$ cat src/rtl/pid_pkg.sv
// Shared constants for the PID coefficient scheduler:
// coefficient addresses and sample-timer state encoding.
package pid_pkg;

  localparam int NUM_COEF = 5;

  localparam logic [2:0] B0 = 3'd0;
  localparam logic [2:0] B1 = 3'd1;
  localparam logic [2:0] B2 = 3'd2;
  localparam logic [2:0] A0 = 3'd3;
  localparam logic [2:0] A1 = 3'd4;

  typedef enum logic {
    ST_IDLE = 1'b0,
    ST_RUN  = 1'b1
  } state_e;

endpackage

$ cat src/rtl/pid_sample_timer.sv
// Sample-period down-counter with IDLE/RUN control.
// Raises tick_o for the cycle in which the count reaches zero.
module pid_sample_timer
  import pid_pkg::*;
#(
  parameter int DIV_BITWIDTH = 16
) (
  input  logic                    clk_i,
  input  logic                    rst_i,
  input  logic                    enable_i,
  input  logic [DIV_BITWIDTH-1:0] div_i,
  output logic                    tick_o
);

  state_e                  r_state;
  logic [DIV_BITWIDTH-1:0] r_cnt;

  always_ff @(posedge clk_i or posedge rst_i) begin
    if (rst_i) begin
      r_state <= ST_IDLE;
      r_cnt   <= '0;
    end else begin
      unique case (r_state)
        ST_IDLE: begin
          r_cnt <= div_i;
          if (enable_i) r_state <= ST_RUN;
        end
        ST_RUN: begin
          if (!enable_i) begin
            r_state <= ST_IDLE;
            r_cnt   <= div_i;
          end else if (r_cnt == '0) begin
            r_cnt <= div_i;
          end else begin
            r_cnt <= r_cnt - 1'b1;
          end
        end
        default: r_state <= ST_IDLE;
      endcase
    end
  end

  assign tick_o = (r_state == ST_RUN) && (r_cnt == '0);

endmodule

$ cat src/rtl/pid_coeff_sched.sv
// PID coefficient scheduler: sample strobe generation plus a
// byte-writable shadow bank committed atomically between samples.
module pid_coeff_sched
  import pid_pkg::*;
#(
  parameter int REG_BITWIDTH = 32,
  parameter int DIV_BITWIDTH = 16,
  localparam int NLANES = REG_BITWIDTH / 8,
  localparam int LANE_W = (NLANES > 1) ? $clog2(NLANES) : 1
) (
  input  logic                           clk_i,
  input  logic                           rst_i,
  input  logic                           enable_i,
  input  logic [DIV_BITWIDTH-1:0]        div_i,
  input  logic                           busy_i,
  input  logic                           wr_en_i,
  input  logic [2:0]                     wr_addr_i,
  input  logic [LANE_W-1:0]              wr_byte_i,
  input  logic [7:0]                     wr_data_i,
  input  logic                           commit_i,
  output logic                           clk_en_PID_o,
  output logic signed [REG_BITWIDTH-1:0] b0_reg_o,
  output logic signed [REG_BITWIDTH-1:0] b1_reg_o,
  output logic signed [REG_BITWIDTH-1:0] b2_reg_o,
  output logic signed [REG_BITWIDTH-1:0] a0_reg_o,
  output logic signed [REG_BITWIDTH-1:0] a1_reg_o,
  output logic                           commit_pending_o,
  output logic                           overrun_o
);

  logic                    w_tick;
  logic                    w_apply;
  logic                    r_strobe;
  logic                    r_pending;
  logic                    r_overrun;
  logic [REG_BITWIDTH-1:0] r_shadow     [NUM_COEF];
  logic [REG_BITWIDTH-1:0] w_shadow_nxt [NUM_COEF];
  logic [REG_BITWIDTH-1:0] r_active     [NUM_COEF];

  pid_sample_timer #(
    .DIV_BITWIDTH(DIV_BITWIDTH)
  ) u_timer (
    .clk_i   (clk_i),
    .rst_i   (rst_i),
    .enable_i(enable_i),
    .div_i   (div_i),
    .tick_o  (w_tick)
  );

  // Same-edge writes are folded in so a commit sees the live shadow.
  always_comb begin
    for (int k = 0; k < NUM_COEF; k++) w_shadow_nxt[k] = r_shadow[k];
    if (wr_en_i && (wr_addr_i <= A1) && (int'(wr_byte_i) < NLANES))
      w_shadow_nxt[wr_addr_i][8*wr_byte_i +: 8] = wr_data_i;
  end

  assign w_apply = r_pending && !busy_i && !r_strobe;

  always_ff @(posedge clk_i or posedge rst_i) begin
    if (rst_i) begin
      r_strobe  <= 1'b0;
      r_overrun <= 1'b0;
    end else begin
      r_strobe <= w_tick && !busy_i;
      if (w_tick && busy_i) r_overrun <= 1'b1;
    end
  end

  always_ff @(posedge clk_i or posedge rst_i) begin
    if (rst_i) begin
      r_pending <= 1'b0;
      for (int k = 0; k < NUM_COEF; k++) begin
        r_shadow[k] <= '0;
        r_active[k] <= '0;
      end
    end else begin
      for (int k = 0; k < NUM_COEF; k++) r_shadow[k] <= w_shadow_nxt[k];
      if (w_apply) begin
        r_pending <= 1'b0;
        for (int k = 0; k < NUM_COEF; k++) r_active[k] <= w_shadow_nxt[k];
      end else if (commit_i) begin
        r_pending <= 1'b1;
      end
    end
  end

  assign clk_en_PID_o     = r_strobe;
  assign commit_pending_o = r_pending;
  assign overrun_o        = r_overrun;
  assign b0_reg_o         = $signed(r_active[B0]);
  assign b1_reg_o         = $signed(r_active[B1]);
  assign b2_reg_o         = $signed(r_active[B2]);
  assign a0_reg_o         = $signed(r_active[A0]);
  assign a1_reg_o         = $signed(r_active[A1]);

endmodule
$ cat config.mk
export PLATFORM = sky130hd
export DESIGN_NAME = pid_coeff_sched
export DESIGN_NICKNAME = d
export VERILOG_FILES = /design/src/rtl/pid_pkg.sv /design/src/rtl/pid_sample_timer.sv /design/src/rtl/pid_coeff_sched.sv
export SDC_FILE = /design/constraint.sdc
export NUM_CORES = 1
export LEC_CHECK = 0
export CORE_ASPECT_RATIO = 1.75
export CORE_UTILIZATION = 54
export DETAILED_ROUTE_END_ITERATION = 10
export GPL_ROUTABILITY_DRIVEN = 0
export PLACE_DENSITY_LB_ADDON = 0.08
export SLEW_MARGIN = 10
export SYNTH_ARGS = -nofsm -noshare
export SYNTH_HDL_FRONTEND = slang
export SYNTH_HIERARCHICAL = 1
export SYNTH_SLANG_ARGS = --single-unit
export TNS_END_PERCENT = 5
$ cat constraint.sdc
create_clock -name clk_i -period 16.1 [get_ports clk_i]
set_input_delay 3.22 -clock clk_i [delete_from_list [all_inputs] [get_ports clk_i]]
set_output_delay 3.22 -clock clk_i [all_outputs]
set_load 0.02 [all_outputs]
==> results.md, run 1 <==
- Die Height: around 210 µm
- Register area: around 0.0085 mm²
- Area of the multi-input gates: ~0.0046 mm²
- Sequential share of the synthesized area: a little under two thirds
- Vias per Instance: roughly 5.4
- Syn Inst Count: about 890
- Via count: around 7600
- Worst-path clk slew: approximately 0.060 ns
- Routed length per placed instance: around 20 µm
- Clock Sink Count: 340
- Initial detailed-routing violation count: 320
- Final instance count without filler cells: between 1000 and 1500
- Most frequent CP cell: mux2_2
- RSZ-0062 raised after global routing: false
- Final setup viols: 0
- Crit path required time: ~17 ns
- Num CTS Buffers: 30
- DR pass1 iterations: 4
- TNS Setup: 0 ns
- Clk_lat worst skew: around 0.56 ns
- Worst-margin pin slew: about 1.1 ns
- CTS tree: done
- Largest net degree at the start of global routing: around 140
- Crit. End Element: flip-flop
- Worst EP arrival: between 5 and 6 ns
- H-tree level count: 1
- Port buffer count: slightly below 200
- Max-cap violations: 0
- Hold_buf cts: 0
- Period utilization: between 30 and 40%
- First-pass GRT wire length: ~44000 µm
- Initial Util: between 50% and 60%
- # rows: 75
- Setup CP Type: input pin to flip-flop
- Setup bufs post-CTS: 0
- Worst path cell trace: clkdlybuf4s50_1, inv_1, ha_1, nor4bb_1, and2_1, mux2_2, mux2_2
- Antenna violations before repair: 0
- Final wirelength: about 28000 µm
- Layout Area Growth over Synthesis: 24.6%
- DP Wirelength: 19500 µm
- WP buf/inv: 2
- Post-synth EDFFs: 0
- FFs w/ async S/R, synth: 100%
- Mean area per synthesized cell: roughly 15 µm²
- Power density over cell area: ~110 mW/mm²
- Drt drc: 0
- Nature of the critical path startpoint: input pin
- Final Max Slew Viols: 0
- Leakage power: slightly above 0.008 µW
- Pre-CTS WS: between 10 and 15 ns
- Post-layout minimum cycle time: between 5 and 6 ns
- Root buffer cell: clkbuf_16
- Post-layout net count: around 1100
- Clk buf depth: 3
- Slack of the critical path: between 10 and 15 ns
- Setup Skew: about 0.0085 ns
- Post-route design area: about 0.017 mm²
- Count of final hold-check violations: 0
- Mapped Nets: slightly above 900
- Max Freq: approximately 180 MHz
- # placed instances: 1365
- Number of global-route vias before repair: just over 8000
- Share of cells above drive strength 1: 32.6%
- CTS resizes: 0
- Fill cells: between 1500 and 2000
- Status: complete, no violations
- Peak VDD IR: around 86 µV
- Die area: about 0.025 mm²
- Yosys cell types: slightly above 40
- Chip Width: ~120 µm
- Worst hold path type: flip-flop to flip-flop
- Ant diodes: 0
- Crit path max-delay family: simple AND/OR/NAND/NOR gates
- GR Util All Layers: between 20% and 30%
- Overflow left after global routing: 0
- Most used DFF post-synth: dfrtp_1
- Slowest stage delay, CP: 0.77 ns
- Antenna Violating Nets Remaining: 0
- Worst slew margin: 29.6%
- I/O pin count: between 150 and 200
- Synth Warn #: 6
- Total Power: 1890 µW
- CP max FO: 8
- Seq cells post-synth: between 300 and 400
- Placeable Area: about 0.024 mm²
- CP max stage cell: nor4bb_1
- Cell Area, Placed: 0.0156 mm²
- Mapped Area: between 0.01 and 0.015 mm²
## worst reg2reg max path, cell delays in order (launching register included)
cell     delay [ns]
dfrtp_1        0.38
or3b_4         0.46
buf_4          0.85
mux2_2         0.52
## area by class of cell
| class | instances | area share, % |
|---|---|---|
| Inverter | 29 | 0.697 |
| Tap cell | 308 | 2.31 |
| Multi-Input combinational cell | 486 | 27.7 |
| Clock buffer | 42 | 5.14 |
| Clock inverter | 14 | 1.12 |
| Timing Repair Buffer | 202 | 12.0 |
| Sequential cell | 340 | 51.0 |
## cell usage after synthesis (2+ instances only)
| cell type | count | area share (%) |
|---|---|---|
| mux2i_1 | 21 | 1.6 |
| nor2_1 | 33 | 0.92 |
| mux2_2 | 282 | 24 |
| nand2_1 | 29 | 0.81 |
| and2_1 | 13 | 0.61 |
| ha_1 | 7 | 0.65 |
| dfrtp_1 | 340 | 64 |
| nand3b_1 | 4 | 0.22 |
| xor2_1 | 3 | 0.20 |
| nand2b_1 | 11 | 0.51 |
| or3_1 | 3 | 0.14 |
| o21ai_0 | 21 | 0.78 |
| clkbuf_1 | 17 | 0.48 |
| nor4b_1 | 2 | 0.13 |
| nor3_2 | 8 | 0.60 |
| nand4b_1 | 2 | 0.13 |
| a31oi_1 | 2 | 0.093 |
| nand3_1 | 4 | 0.15 |
| nand4_1 | 2 | 0.093 |
| mux2_4 | 11 | 1.2 |
| nor4_4 | 2 | 0.32 |
| xnor2_1 | 8 | 0.52 |
| or4_1 | 2 | 0.11 |
| buf_2 | 11 | 0.41 |
| or3b_2 | 4 | 0.26 |
| inv_1 | 29 | 0.81 |
## logic make-up (layout without fill, tap and decap cells)
family                     count (synthesis)  in the layout  share of synthesized area [%]
AOI/OAI and AO/OA                         27             27                           1.11
muxes                                    315            315                           26.6
xor gates and xnor gates                  11             11                          0.719
adders and majority gates                  7              7                          0.654
buffers and inverters                     60            287                           1.99
and+or+nand+nor                          126            126                           5.42
DFF                                      340            340                           63.5
## layout by cell type, fill, tap and decap left out, types with 2 or more instances in the layout
cell             count
buf_4                5
clkinv_2             4
xnor2_1              8
bufinv_16            4
nand3_1              4
nand3b_1             4
inv_1               28
clkbuf_16           31
nor4_4               2
nor4b_1              2
nand4_1              2
nor3_2               8
a31oi_1              2
and2_1              13
clkbuf_1             7
or3_1                3
nand2_1             29
xor2_1               3
mux2_4              11
mux2_2             282
dfrtp_1            340
or4_1                2
clkinvlp_4           4
clkbuf_8             4
nand2b_1            11
o21ai_0             21
mux2i_1             21
or3b_2               3
nor2_1              33
nand4b_1             2
clkdlybuf4s50_1    197
ha_1                 7
## power breakdown
group          internal, µW  switching, µW  leakage, µW  total [µW]
registers               901           26.2      0.00467         928
logic                   104            114      0.00308         218
clock network           437            312     0.000500         749
total                  1440            452      0.00824        1890
## sequential cells by signal, summed over array words and instances (netlist names), 16 cells and up
register and cells:
b2_reg_o 32, a1_reg_o 32, b0_reg_o 32, u_timer/r_cnt 16, r_shadow 160, a0_reg_o 32, b1_reg_o 32
## through the flow
stage,hold slack [ns],utilization (%)
2_1_floorplan,0.441,-
3_3_place_gp,0.441,64.6
3_5_place_dp,0.459,64.6
4_1_cts,0.472,68.9
5_1_grt,0.503,68.9
6_report,0.465,68.9
## worst paths after layout
kind / from / endpoint / slack, ns / depth (start not counted)
worst max-delay path: wr_byte_i[0] / b2_reg_o[5]$_DFFE_PP0P_ / 10.63 / 7
worst min-delay path: overrun_o$_DFFE_PP0P_ / overrun_o$_DFFE_PP0P_ / 0.46 / 1
worst max register to register: commit_pending_o$_DFFE_PP0P_ / b1_reg_o[19]$_DFFE_PP0P_ / 13.78 / 3
worst min register to register: overrun_o$_DFFE_PP0P_ / overrun_o$_DFFE_PP0P_ / 0.46 / 1
max in group asynchronous: rst_i / a0_reg_o[18]$_DFFE_PP0P_ / 10.78 / 4
min in group asynchronous: rst_i / u_timer/r_cnt[5]$_DFF_PP0_ / 3.24 / 2
## per-layer routing
layer	global-route usage, %	up-vias	routed length, µm
met2	40.4	180	14800
met3	3.54	29	1270
met5	0	-	0
li1	-	3466	-
met1	28.8	3963	11700
met4	6.51	0	525
Note: power is estimated with default switching activity, not from simulation.
==> run 2, diff against run 1 <==
==> constraint.sdc (replaced) <==
create_clock -name clk_i -period 5.4 [get_ports clk_i]
set_input_delay 1.08 -clock clk_i [delete_from_list [all_inputs] [get_ports clk_i]]
set_output_delay 1.08 -clock clk_i [all_outputs]
set_load 0.02 [all_outputs]
==> run 2 against run 1 <==
Register-to-register slack worse by 11 ns. Final cell count fell by 0.14%. Design area about the same. Hold slack improved by 0.0079 ns. Global-route usage about the same. Clock power rose to 2.8 times the previous value. Sequential cell count unchanged. Count of clock-buffer cells in the layout is 6 higher. Die area unchanged. Sequential power increased to 3.0 times the previous value. First-iteration DRC count decreased by 13%. Largest power group unchanged.
==> results.md, run 2 (synthesized netlist as in run 1, its figures left out) <==
- Clock Sink Count: 340 (unchanged)
- Final setup viols: 0 (unchanged)
- First-pass GRT wire length: 44400 µm (about the same)
- # rows: 75 (unchanged)
- Register area: 0.00851 mm² (unchanged)
- CP max FO: 12 (+4)
- Drt drc: 0 (unchanged)
- RSZ-0062 raised after global routing: false
- Worst path cell trace: clkdlybuf4s50_1, inv_1, ha_1, nand3b_1, nor2_1, mux2_2, mux2_2
- Hold_buf cts: 0 (unchanged)
- Hold Crit Depth: 1 (unchanged)
- Most frequent CP cell: mux2_2
- Antenna violations before repair: 0 (unchanged)
- Worst hold path type: flip-flop to flip-flop
- NetSw: 1320 µW (+190%)
- Ant diodes: 0 (unchanged)
- Placeable Area: 0.0242 mm² (unchanged)
- Vias per Instance: 5.37 (-0.12%)
- Leakage power: 0.00825 µW (+0.14%)
- H-tree level count: 1 (unchanged)
- Num CTS Buffers: 30 (unchanged)
- GR Util All Layers: 22.8% (-0.049 points)
- Initial detailed-routing violation count: 280 (-13%)
- Seq pwr share: 49.9% (+0.9 points)
- Worst-path clk slew: 0.07 ns (about the same)
- Nature of the critical path startpoint: input pin
- Power share of the combinational group: 11.8% (+0.3 points)
- Number of global-route vias before repair: 8166 (+0.38%)
- Max Freq: 303 MHz
- Slowest stage delay, CP: 0.67 ns (-0.10 ns)
- Register with the most flip-flops: r_shadow
- Max reg flops: 160 (unchanged)
- Overflow left after global routing: 0 (unchanged)
- Die area: 0.0255 mm² (unchanged)
- Internal power: 4220 µW (+190%)
- Post-layout net count: 1130 (-0.088%)
- Chip Width: 121 µm (unchanged)
- Share of cells above drive strength 1: 32.8% (+0.15 points)
- Largest net degree at the start of global routing: 182 (+32%)
- Hold Slack: 0.473 ns (+0.00787 ns)
- TNS Setup: 0 ns (unchanged)
- Crit. End Element: flip-flop
- Clk buf depth: 3 (unchanged)
- Fill cells: 1781 (-1.0%)
- DR pass1 iterations: 4 (unchanged)
- Peak VDD IR: 308 µV (+260%)
- Power density over cell area: 332 mW/mm² (+190%)
- Switching share of power: 23.8% (-0.070 points)
- Final Max Slew Viols: 0 (unchanged)
- Clock power share: 38.3% (-1.2 points)
- Layout Area Growth over Synthesis: 24.5% (about the same)
- Area of the multi-input gates: 0.00462 mm² (unchanged)
- Crit path required time: 5.83 ns (-10.76 ns)
- Via count: 7618 (-0.26%)
- CP max stage cell: nor2_1
- Setup CP Type: input pin to flip-flop
- Worst Reg-to-Reg Cells: 4 (+1)
- Worst EP arrival: 3.73 ns (-2.24 ns)
- Period utilization: between 60 and 70%
- Die Height: 210 µm (unchanged)
- Most frequent cells in the layout: dfrtp_1 (340), mux2_2 (282), clkdlybuf4s50_1 (197)
- Worst slew margin: 35.9% (+6.4 points)
- Setup Skew: 0.00839 ns (-0.000107 ns)
- Worst-margin pin slew: 0.961 ns (-0.0955 ns)
- Status: complete, no violations
- Max-cap violations: 0 (unchanged)
- Port buffer count: 197 (unchanged)
- DP Wirelength: 18900 µm (-3.2%)
- Clk_lat worst skew: 0.55 ns (about the same)
- I/O pin count: 198 (unchanged)
- Setup bufs post-CTS: 0 (unchanged)
- CTS tree: done
- Post-layout minimum cycle time: 3.30 ns
- Count of final hold-check violations: 0 (unchanged)
- Final wirelength: 28100 µm (-0.61%)
- Antenna Violating Nets Remaining: 0 (unchanged)
- Routed length per placed instance: 19.8 µm (-0.47%)
- CTS resizes: 0 (unchanged)
- Commonest non-fill, non-tap cell in the layout: dfrtp_1
- Initial Util: 55.3% (unchanged)
- Root buffer cell: clkbuf_16
- Reg2Reg Setup Slack: 3.11 ns (-10.67 ns)
==> run 2: worst max-delay path: cells and delay by family <==
| kind | cells | cell delay, ns |
|---|---|---|
| multiplexers | 2 | 0.71 |
| adder cells (fa/ha/maj) | 1 | 0.34 |
| buffers and inverters | 2 | 0.73 |
| AND/OR/NAND/NOR | 2 | 0.86 |
==> run 2: power by group through the flow <==
stage          sequential [µW]  combinational (µW)  clock (µW)
3_5_place_dp              2810                 660           0
5_1_grt                   2780                 704        2280
4_1_cts                   2770                 664        2180
6_report                  2760                 654        2120
2_1_floorplan             2890                 300           0
3_3_place_gp              2810                 652           0
==> run 2: area by class of cell <==
class	instances	share of cell area [%]
timing repair buffer	201	12.2
sequential	340	51.0
inverter	29	0.675
clock inverter	7	0.210
tap	308	2.31
clock buffer	48	5.82
multi-input combinational	486	27.7
==> run 2: worst paths after layout <==
check	endpoint	start
max	a1_reg_o[7]$_DFFE_PP0P_	wr_byte_i[0]
min	overrun_o$_DFFE_PP0P_	overrun_o$_DFFE_PP0P_
max reg2reg	u_timer/r_cnt[7]$_DFF_PP0_	u_timer/r_cnt[4]$_DFF_PP0_
min reg2reg	overrun_o$_DFFE_PP0P_	overrun_o$_DFFE_PP0P_
max in group asynchronous	a1_reg_o[5]$_DFFE_PP0P_	rst_i
min in group asynchronous	commit_pending_o$_DFFE_PP0P_	rst_i
==> run 2: metrics by stage <==
| step | cell area (µm²) | setup slack (ns) | cells | util [%] | power (µW) |
|---|---|---|---|---|---|
| after global routing | 16700 | 1.93 | 1419 | 68.9 | 5760 |
| after floorplan | 13400 | 0.0112 | 886 | - | 3190 |
| after detailed placement | 15700 | 1.55 | 1364 | 64.7 | 3470 |
| after CTS | 16700 | 2.10 | 1419 | 68.9 | 5610 |
| after global placement | 15700 | 1.65 | 1364 | 64.7 | 3460 |
| final | 16700 | 2.10 | 1419 | 68.9 | 5540 |
==> run 2: layer usage <==
| layer | wire length, µm | up-vias | global-route usage (%) |
|---|---|---|---|
| li1 | - | 3458 | - |
| met1 | 11600 | 3967 | 29.0 |
| met2 | 14700 | 162 | 40.3 |
| met3 | 1410 | 31 | 4.17 |
| met5 | 0 | - | 0 |
| met4 | 425 | 0 | 5.07 |
==> run 3, diff against run 2 <==
==> constraint.sdc (replaced) <==
create_clock -name clk_i -period 3.3 [get_ports clk_i]
set_input_delay 0.66 -clock clk_i [delete_from_list [all_inputs] [get_ports clk_i]]
set_output_delay 0.66 -clock clk_i [all_outputs]
set_load 0.02 [all_outputs]
==> run 3 against run 2 <==
Critical path depth is the same. Sequential cell count did not move. Worst setup slack worse by 1.4 ns. Clock skew down 0.00056 ns.
==> results.md, run 3 (synthesized netlist as in run 1, its figures left out) <==
- DR pass1 iterations: 7 (+3)
- Reg2Reg Setup Slack: 1.02 ns (-2.09 ns)
- Worst hold path type: flip-flop to flip-flop
- Worst-path clk slew: 0.06 ns (about the same)
- Max Freq: slightly below 400 MHz
- Die Height: 210 µm (unchanged)
- Via count: 7880 (+3.4%)
- Worst r2r src: u_timer/r_cnt[4]$_DFF_PP0_
- Final setup viols: 0 (unchanged)
- Final Max Slew Viols: 0 (unchanged)
- Port buffer count: 197 (unchanged)
- Critical Path Start: wr_byte_i[0]
- Chip Width: 121 µm (unchanged)
- Fill cells: 1707 (-4.2%)
- WP buf/inv: 2 (unchanged)
- I/O pin count: 198 (unchanged)
- Largest net degree at the start of global routing: 58 (-68%)
- Peak VDD IR: 505 µV (+64%)
- Placeable Area: 0.0242 mm² (unchanged)
- Hold Slack: 0.458 ns (-0.0148 ns)
- Max reg flops: 160 (unchanged)
- Most frequent CP cell: mux2_2
- Worst slew margin: 43.0% (+7.1 points)
- Post-layout net count: 1173 (+3.8%)
- Routed length per placed instance: 20.1 µm (+1.3%)
- CP Depth: 7 (unchanged)
- Worst EP arrival: 3.04 ns (-0.69 ns)
- Total Power: 9060 µW (+64%)
- Most frequent cells in the layout: dfrtp_1 (340), mux2_2 (282), clkdlybuf4s50_1 (197)
- Max-cap violations: 0 (unchanged)
- Setup CP Type: input pin to flip-flop
- Initial Util: 55.3% (unchanged)
- RR Endpoint: u_timer/r_cnt[9]$_DFF_PP0_
- Critical path destination: a0_reg_o[22]$_DFFE_PP0P_
- Number of global-route vias before repair: 8423 (+3.1%)
- Worst path cell trace: clkdlybuf4s50_1, inv_1, ha_1, nor4b_1, and2_1, mux2_2, mux2_2
- Antenna Violating Nets Remaining: 0 (unchanged)
- Hold_buf cts: 0 (unchanged)
- Post-layout minimum cycle time: ~2.6 ns
- CP max FO: 5 (-7)
- Slack of the critical path: 0.739 ns (-1.36 ns)
- Antenna violations before repair: 1 (+1)
- CTS resizes: 0 (unchanged)
- Crit. End Element: flip-flop
- CP max stage cell: nor4b_1
- Die area: 0.0255 mm² (unchanged)
- First-pass GRT wire length: 46500 µm (+4.6%)
- CTS tree: done
- Hold Crit Depth: 1 (unchanged)
- Worst Reg-to-Reg Cells: 5 (+1)
- Slowest stage delay, CP: 0.57 ns (-0.10 ns)
- Period utilization: between 70 and 80%
- Clk buf depth: 3 (unchanged)
- Share of cells above drive strength 1: 34.8% (+2.0 points)
- Final instance count without filler cells: 1455 (+2.5%)
- Pre-CTS WS: 0.149 ns (-1.40 ns)
- # rows: 75 (unchanged)
- DP Wirelength: 20300 µm (+7.8%)
- Layout Area Growth over Synthesis: 27.3%
- Clock Sink Count: 340 (unchanged)
- Commonest non-fill, non-tap cell in the layout: dfrtp_1
- Nature of the critical path startpoint: input pin
- Vias per Instance: 5.42 (+0.88%)
- Final wirelength: 29200 µm (+3.9%)
- Count of final hold-check violations: 0 (unchanged)
- Ant diodes: 0 (unchanged)
- Drt drc: 0 (unchanged)
- Status: complete, no violations
- Crit path required time: 3.78 ns (-2.05 ns)
- # placed instances: 1407 (+3.2%)
- Num CTS Buffers: 30 (unchanged)
- Clk_lat worst skew: 0.55 ns (about the same)
- Leakage power: 0.00848 µW (+2.8%)
- Power density over cell area: 531 mW/mm² (+60%)
- Root buffer cell: clkbuf_16
- H-tree level count: 1 (unchanged)
- Overflow left after global routing: 0 (unchanged)
- Register with the most flip-flops: r_shadow
- Setup bufs post-CTS: 0 (unchanged)
- RSZ-0062 raised after global routing: false
- Worst-margin pin slew: 0.853 ns (-0.108 ns)
- Crit path max-delay family: simple AND/OR/NAND/NOR gates
- GR Util All Layers: 23.8% (+0.97 points)
- Setup Skew: 0.00783 ns (-0.000559 ns)
- Initial detailed-routing violation count: 383 (+37%)
==> run 3: cell count changes in the layout (fill, tap and decap cells not counted) <==
cell	change
buf_12	+9
clkbuf_1	+1
clkinv_2	-2
clkbuf_8	-8
buf_4	+34
bufinv_16	+2
==> run 3: worst min path at each step <==
| stage | from | end |
|---|---|---|
| 2_1_floorplan | r_shadow[57]$_DFF_PP0_ | r_shadow[57]$_DFF_PP0_ |
| 3_3_place_gp | overrun_o$_DFFE_PP0P_ | overrun_o$_DFFE_PP0P_ |
| 3_5_place_dp | overrun_o$_DFFE_PP0P_ | overrun_o$_DFFE_PP0P_ |
| 4_1_cts | overrun_o$_DFFE_PP0P_ | overrun_o$_DFFE_PP0P_ |
| 5_1_grt | overrun_o$_DFFE_PP0P_ | overrun_o$_DFFE_PP0P_ |
| 6_report | overrun_o$_DFFE_PP0P_ | overrun_o$_DFFE_PP0P_ |
==> run 3: final cells by class <==
type	count	area, µm²	area share [%]
flip-flops and latches	340	8510	49.9
multi-input cells	486	4620	27.1
repair buffers	244	2470	14.5
clock buffers	41	863	5.06
well taps	308	385	2.26
inverters	29	113	0.660
clock inverters	7	85.1	0.499
==> run 3: routing by layer <==
layer,up-vias,routed length (µm),GRT usage (%)
met3,42,1540,4.63
met4,2,585,6.60
met2,184,15300,41.8
li1,3539,-,-
met1,4113,11800,29.6
met5,-,14,0
==> run 3: power by group <==
part,internal [µW],leakage (µW),switching [µW],total [µW]
Sequential,4400,0.00467,125,4520
Clock,1960,0.000472,1450,3410
Combinational,551,0.00335,578,1130
Total,6910,0.00848,2150,9060
==> run 3: stage by stage <==
stage / TNS (ns) / utilization, % / cell area [µm²]
2_1_floorplan: -539.01 / - / 13400
6_report: 0 / 70.4 / 17100
4_1_cts: 0 / 70.4 / 17100
3_5_place_dp: 0 / 66.5 / 16100
5_1_grt: 0 / 70.4 / 17100
3_3_place_gp: 0 / 66.5 / 16100
==> patch, RTL diff (config.mk and constraints of run 2) <==
Change the parameter `REG_BITWIDTH` from 32 to 64.
--- a/src/rtl/pid_coeff_sched.sv
+++ b/src/rtl/pid_coeff_sched.sv
@@ -4,5 +4,5 @@
   import pid_pkg::*;
 #(
-  parameter int REG_BITWIDTH = 32,
+  parameter int REG_BITWIDTH = 64,
   parameter int DIV_BITWIDTH = 16,
   localparam int NLANES = REG_BITWIDTH / 8,
Interface: changed (6 resized); port bits go from 198 to 359. The function was not compared with the original's and may differ.
==> patch against run 2 <==
- critical path depth is 1 higher
- area after synthesis increased by 93%
- sequential power increased by 110%
- setup slack worse by 740 ps
- power up 130%
- critical path type unchanged
- utilization is 1.0 points lower
- final area is 92% higher
- sequential cell count up 320
- routed wire length rose by 150%
==> patch: results (changes against run 2) <==
fin cells: 3,312 (was 1,419)
Worst setup endpoint: a0_reg_o[37] (was a1_reg_o[7])
Adder-Cell Fraction of Synth Area: 0.242% (was 0.654%)
met3 track demand over resource: 5.87% (was 4.17%)
uppermost layer routed: met5 (was met4)
Inserted Clock Buffers: 56 (was 30)
drt pass-1 iters: 8 (was 4)
placed inst area: 30,100 um^2 (was 15,700 um^2)
Final nets: 2,722 (was 1,130)
Final Hold Slack: 461 ps (was 473 ps)
status: completed (unchanged)
Synth area leaders: dfrtp_1 (64%), nand2_1 (7.7%), mux2_2 (6.6%) (was dfrtp_1 (64%), mux2_2 (24%), mux2i_1 (1.6%))
Avg Synthesized Cell Area: 10.9 um^2 (was 15.1 um^2)
Int Power: 9.05 mW (was 4.22 mW)
Worst Skew: 9.94 ps (was 8.39 ps)
H-tree depth: 2 (was 1)
pre-CTS setup slack: 828 ps (was 1550 ps)
Pleak: 15.4 nW (was 8.25 nW)
1st-iter DRT viols: 1,575 (was 280)
final worst slack: 1350 ps (was 2100 ps)
met2 WL: 35.2 mm (was 14.7 mm)
met1 WL: 27.0 mm (was 11.6 mm)
XOR/XNOR Fraction of Synth Area: 0.372% (was 0.719%)
clock latency on the worst-skew pair: 590 ps (was 550 ps)
post-synthesis mux area share: 7.33% (was 26.6%)
vias in the first global route: 18,800 (was 8,166)
patch: cell types whose count changed in the layout (fill, tap and decap cells not counted), moves of 33 or more:
cell             before  now
nand4_1               2   35
dfrtp_1             340  660
nand3_1               4  108
or2_2                 0   63
nor2_1               33  264
nand2_1              29  532
clkdlybuf4s50_1     197  358
mux2_2              282  152
a31oi_1               2  229
patch: worst max-delay path: cells and delay by family:
family                     cells  cell delay [ps]
adders and majority gates      2              760
and+or+nand+nor                3             1950
buffers and inverters          2              570
AOI/OAI and AO/OA              1              180
patch: power groups by stage:
stage	Clock, mW	Sequential (mW)	Combinational (mW)
floorplan	0	6.36	0.838
global route	4.50	5.88	2.78
global placement	0	5.90	2.57
detailed placement	0	5.92	2.61
finish	4.24	5.82	2.59
CTS	4.30	5.83	2.62
patch: layout make-up:
class	count	area (um^2)
well taps	588	736
flip-flops and latches	660	16500
inverters	11	45.0
clock buffers	85	1700
fillers	3598	15200
clock inverters	16	236
repair buffers	393	3960
multi-input cells	1559	8810
